==> config.mk <==
export PLATFORM = sky130hd
export DESIGN_NAME = fft_peak_finder
export DESIGN_NICKNAME = d
export VERILOG_FILES = /design/src/rtl/fft_peak_finder.sv
export SDC_FILE = /design/constraint.sdc
export NUM_CORES = 2
export LEC_CHECK = 0
export ABC_CLOCK_PERIOD_IN_PS = 7400
export BUFFER_PORTS_ARGS = -buffer_cell sky130_fd_sc_hd__buf_2
export CORE_AREA = 3 3 251 253
export DETAILED_ROUTE_END_ITERATION = 8
export DIE_AREA = 0 0 254 256
export PLACE_DENSITY = 0.74
export SLEW_MARGIN = 10
export SYNTH_ARGS = -nofsm -noshare
export SYNTH_HDL_FRONTEND = slang
export SYNTH_SLANG_ARGS = --single-unit
==> constraint.sdc <==
create_clock -name clk_in -period 7.4 [get_ports clk_in]
set_input_delay 0.74 -clock clk_in [delete_from_list [all_inputs] [get_ports clk_in]]
set_output_delay 0.74 -clock clk_in [all_outputs]
set_load 0.1 [all_outputs]
==> src/rtl/fft_peak_finder.sv <==
// Per-frame spectral peak search over FFT output: |X|^2 pipeline, running max over bins MIN_BIN..N/2-1.
// Optional magnitude floor with peak_none flag enabled by defining PEAK_FLOOR_EN.
module fft_peak_finder #(
  parameter int          N       = 4096,
  parameter int          BIN_W   = $clog2(N),
  parameter int          MIN_BIN = 1,
  parameter logic [31:0] MIN_MAG = 32'd1024
) (
  input  logic             clk_in,
  input  logic             rst_in,
  input  logic             fft_out_valid,
  input  logic             fft_out_last,
  input  logic [31:0]      fft_out_data,
  output logic             fft_out_ready,
  output logic             peak_valid,
  output logic [BIN_W-1:0] peak_bin,
  output logic [31:0]      peak_mag,
  output logic             peak_none,
  output logic             frame_err
);

`ifdef PEAK_FLOOR_EN
  localparam bit FLOOR_EN = 1'b1;
`else
  localparam bit FLOOR_EN = 1'b0;
`endif

  localparam logic [BIN_W-1:0] LAST_BIN  = BIN_W'(N - 1);
  localparam logic [BIN_W-1:0] FIRST_BIN = BIN_W'(MIN_BIN);

  typedef enum logic [1:0] {ACCUM, DRAIN, REPORT} state_t;

  state_t           state, state_next;
  logic [1:0]       drain_cnt;
  logic [BIN_W-1:0] bin_cnt;
  logic             accept, at_last_bin, good_last, err_pend;

  logic signed [31:0] re_x, im_x;
  logic               s1_valid, s2_valid;
  logic [BIN_W-1:0]   s1_bin, s2_bin;
  logic [31:0]        s1_re_sq, s1_im_sq, s2_mag;

  logic [31:0]      max_mag, base_mag;
  logic [BIN_W-1:0] max_bin, base_bin;
  logic             in_window;

  assign fft_out_ready = (state == ACCUM);
  assign accept        = fft_out_valid && fft_out_ready;
  assign at_last_bin   = (bin_cnt == LAST_BIN);
  assign good_last     = accept && fft_out_last && at_last_bin;
  assign re_x          = 32'(signed'(fft_out_data[15:0]));
  assign im_x          = 32'(signed'(fft_out_data[31:16]));

  always_ff @(posedge clk_in or posedge rst_in) begin
    if (rst_in) begin
      state     <= ACCUM;
      drain_cnt <= '0;
    end else begin
      state     <= state_next;
      drain_cnt <= (state == DRAIN) ? drain_cnt + 2'd1 : '0;
    end
  end

  always_comb begin
    state_next = state;
    case (state)
      ACCUM:   if (good_last) state_next = DRAIN;
      DRAIN:   if (drain_cnt == 2'd2) state_next = REPORT;
      REPORT:  state_next = ACCUM;
      default: state_next = ACCUM;
    endcase
  end

  // A length mismatch is any accepted beat where "last" and "counter at N-1" disagree.
  always_ff @(posedge clk_in or posedge rst_in) begin
    if (rst_in) begin
      bin_cnt   <= '0;
      err_pend  <= 1'b0;
      frame_err <= 1'b0;
    end else begin
      err_pend  <= accept && (fft_out_last != at_last_bin);
      frame_err <= err_pend;
      if (accept) bin_cnt <= (fft_out_last || at_last_bin) ? '0 : bin_cnt + 1'b1;
    end
  end

  always_ff @(posedge clk_in or posedge rst_in) begin
    if (rst_in) begin
      s1_valid <= 1'b0;
      s1_bin   <= '0;
      s1_re_sq <= '0;
      s1_im_sq <= '0;
      s2_valid <= 1'b0;
      s2_bin   <= '0;
      s2_mag   <= '0;
    end else begin
      s1_valid <= accept;
      if (accept) begin
        s1_bin   <= bin_cnt;
        s1_re_sq <= 32'(re_x * re_x);
        s1_im_sq <= 32'(im_x * im_x);
      end
      s2_valid <= s1_valid;
      if (s1_valid) begin
        s2_bin <= s1_bin;
        s2_mag <= s1_re_sq + s1_im_sq;
      end
    end
  end

  // Bin 0 reaching the compare stage marks a new frame, so the max restarts there;
  // this also discards anything left over from an aborted frame.
  always_comb begin
    in_window = (s2_bin >= FIRST_BIN) && !s2_bin[BIN_W-1];
    base_mag  = max_mag;
    base_bin  = max_bin;
    if (s2_bin == '0) begin
      base_mag = '0;
      base_bin = FIRST_BIN;
    end
  end

  always_ff @(posedge clk_in or posedge rst_in) begin
    if (rst_in) begin
      max_mag <= '0;
      max_bin <= '0;
    end else if (s2_valid) begin
      if (in_window && (s2_mag > base_mag)) begin
        max_mag <= s2_mag;
        max_bin <= s2_bin;
      end else begin
        max_mag <= base_mag;
        max_bin <= base_bin;
      end
    end
  end

  always_ff @(posedge clk_in or posedge rst_in) begin
    if (rst_in) begin
      peak_valid <= 1'b0;
      peak_bin   <= '0;
      peak_mag   <= '0;
      peak_none  <= 1'b0;
    end else begin
      peak_valid <= (state == REPORT);
      if (state == REPORT) begin
        if (FLOOR_EN && (max_mag < MIN_MAG)) begin
          peak_none <= 1'b1;
          peak_bin  <= '0;
          peak_mag  <= '0;
        end else begin
          peak_none <= 1'b0;
          peak_bin  <= max_bin;
          peak_mag  <= max_mag;
        end
      end
    end
  end

endmodule

==> impl_metrics.ini <==
[die]
die_area_um2 = 65020
num_io_pins = 84
dieWidth_um = 254
rows = 91
initial_core_util_pct = 46.62
core_um2 = 61260
die_h_um = 256

[synth]
syn_inst = 3011
postSynthAreaPerCell_um2 = 9.485
ys_seq_area_share_pct = 19.89
netlist_area_um2 = 28560
synth_nets = 3762
ys.flop_type = dfrtp_1
ys_types = 71
ys_warn_count = 0
ys_ff_latch = 227
synth_edf_count = 0
async_reset_ff_share_pct = 100.0

[placement]
hpwl_um = 47970
io_buffers = 82
gp_congestion = 0.8716

[worst_setup_path]
critical_path_class = in -> reg
cp_top_family = adder cells
crit_arrival_ps = 6870
cp_max_fo = 16
path_cells = buf_2, inv_1, nor2_1, fa_1, fa_1, fa_1, fa_1, fa_1, inv_1, fa_1, inv_1, ha_1, o21a_1, o21ai_1, inv_1, a31oi_1, a31oi_1, or4_1, a31oi_1, xor2_1, o21ai_1
slowest_stage = fa_1
cpMostUsedCell = fa_1
required_ps = 7770
reg2reg_slack_ps = 3400
worstReg2RegStart = s2_bin[0]$_DFFE_PP0P_
reg2reg_to = max_bin[0]$_DFFE_PP0P_
cp-start-kind = input port
r2r_cells = 14
max_stage_delay_ps = 690
end_kind = flip-flop
crit_buf_inv = 5

[clocking]
clkSinkCount = 227
cts_made_buffers = 24
tritoncts = done
clk_latency_ps = 530
postCtsResizedCells = 0
ctsRootBufferMaster = clkbuf_16
ctsHoldBuffers = 0
post-cts-setup-buffers = 0
clockBufferDepth = 3
cts_max_level = 1
path_clk_slew_ps = 60

[timing]
worst_pin_slew_ps = 1030
min_period_ps = 6504
fin_crit_sh_pct = 87.89
max_freq_mhz = 153.8
fin_skew_ps = 22.11
setup_tns_ps = 0
hold_viol_final = 0
finalSetupViolCount = 0
worst_slew_margin_rel_pct = 31.33
rsz0062_at_grt = false
report.final.slew_viol_count = 0

[global_route]
grt_pass1_wl_um = 101100
grt_pass1_vias = 21107
grt_usage_pct = 18.87
grt_antenna_before_repair = 0
overflow = 0
grt_max_degree = 145

[hold_path]
holdCritStartpoint = err_pend$_DFF_PP0_
hold_depth = 0
holdPathEnd = frame_err$_DFF_PP0_
worst_hold_path_type = reg -> reg

[drt]
drt-initial-drc-count = 1158
wl_per_cell_um = 15.29
drc = 0
ant_nets = 0
dr.pass1.iters = 5
routed_wl_um = 58870
vias = 19729
viasPerCell = 5.123

[run]
maxCapViolations = 0

[outcome]
status = completed

[finish]
drive_gt1_share_pct = 7.318
antenna_cells = 0
fill_cells = 5567
mostFrequentLayoutCells = inv_1, fa_1, nand2_1
syn_to_final_growth_pct = 7.106
layout.nets = 3794
layout_commonest_cell = inv_1
==> how the worst max path moves through the flow <==
stage	start	end	slack, ps	depth (start not counted)
5_1_grt	fft_out_data[18]	s1_im_sq[30]$_DFFE_PP0P_	530	21
6_report	fft_out_data[18]	s1_im_sq[30]$_DFFE_PP0P_	900	21
2_1_floorplan	rst_in	bin_cnt[0]$_DFFE_PP0P_	440	1
3_3_place_gp	fft_out_data[19]	s1_im_sq[30]$_DFFE_PP0P_	500	21
3_5_place_dp	fft_out_data[18]	s1_im_sq[30]$_DFFE_PP0P_	360	21
4_1_cts	fft_out_data[18]	s1_im_sq[30]$_DFFE_PP0P_	890	21
==> stage by stage <==
| step | cells | hold slack [ps] | instance area, um2 | setup WS (ps) | util, % |
|---|---|---|---|---|---|
| 2_1_floorplan | 3011 | 331.2 | 28560 | 440.5 | - |
| 3_3_place_gp | 3807 | 335.0 | 29730 | 497.3 | 48.53 |
| 3_5_place_dp | 3807 | 339.7 | 29730 | 360.0 | 48.53 |
| 4_1_cts | 3851 | 353.6 | 30590 | 894.8 | 49.93 |
| 5_1_grt | 3851 | 368.3 | 30590 | 529.2 | 49.93 |
| 6_report | 3851 | 351.1 | 30590 | 896.5 | 49.93 |
==> registers in the layout, summed over array words and instances, names as in the netlist <==
| register | flops |
|---|---|
| bin_cnt | 12 |
| drain_cnt | 2 |
| err_pend | 1 |
| frame_err | 1 |
| max_bin | 12 |
| max_mag | 32 |
| peak_bin | 12 |
| peak_mag | 32 |
| peak_valid | 1 |
| s1_bin | 12 |
| s1_im_sq | 31 |
| s1_re_sq | 31 |
| s1_valid | 1 |
| s2_bin | 12 |
| s2_mag | 32 |
| s2_valid | 1 |
| state | 2 |
==> synth_stat cells (all sizes together) (34+ instances only) <==
cell type,n,share of area [%]
inv,707,9.3
fa,466,33
nand2,409,5.4
ha,249,11
dfrtp,227,20
o21ai,124,2.2
nor2,103,1.4
and2,76,1.7
clkbuf,74,0.98
xnor2,73,2.2
a21oi,72,1.3
mux2i,50,1.8
mux2,48,1.9
xor2,37,1.1
a21o,34,0.89
==> layout make-up <==
type / instances / area (um2) / share of cell area [%]
inverters: 707 / 2661 / 8.700
repair buffers: 100 / 545.5 / 1.783
well taps: 790 / 988.4 / 3.231
multi-input cells: 1983 / 19850 / 64.89
clock buffers: 33 / 684.4 / 2.237
clock inverters: 11 / 177.7 / 0.5808
flip-flops and latches: 227 / 5682 / 18.57
==> kinds of logic after synthesis <==
logic type	share of synthesized area [%]
buffers and inverters	10.71
AND/OR/NAND/NOR	11.17
adder cells (fa/ha/maj)	43.58
AO/OA/AOI/OAI	7.623
flip-flops	19.89
XOR/XNOR	3.373
multiplexers	3.645
other	0.01313
==> layer usage <==
metal	routed length (um)	share of wire, %	vias up	global-route usage (%)
met2	29650	50	398	33.52
met3	2343	4.0	118	1.941
met4	1618	2.7	0	4.858
met5	0	0	-	0
met1	25260	43	9894	24.64
li1	-	-	9319	-
Power is not shown: default switching activity piles up to over one toggle a cycle in this logic, so the estimate is an artifact.
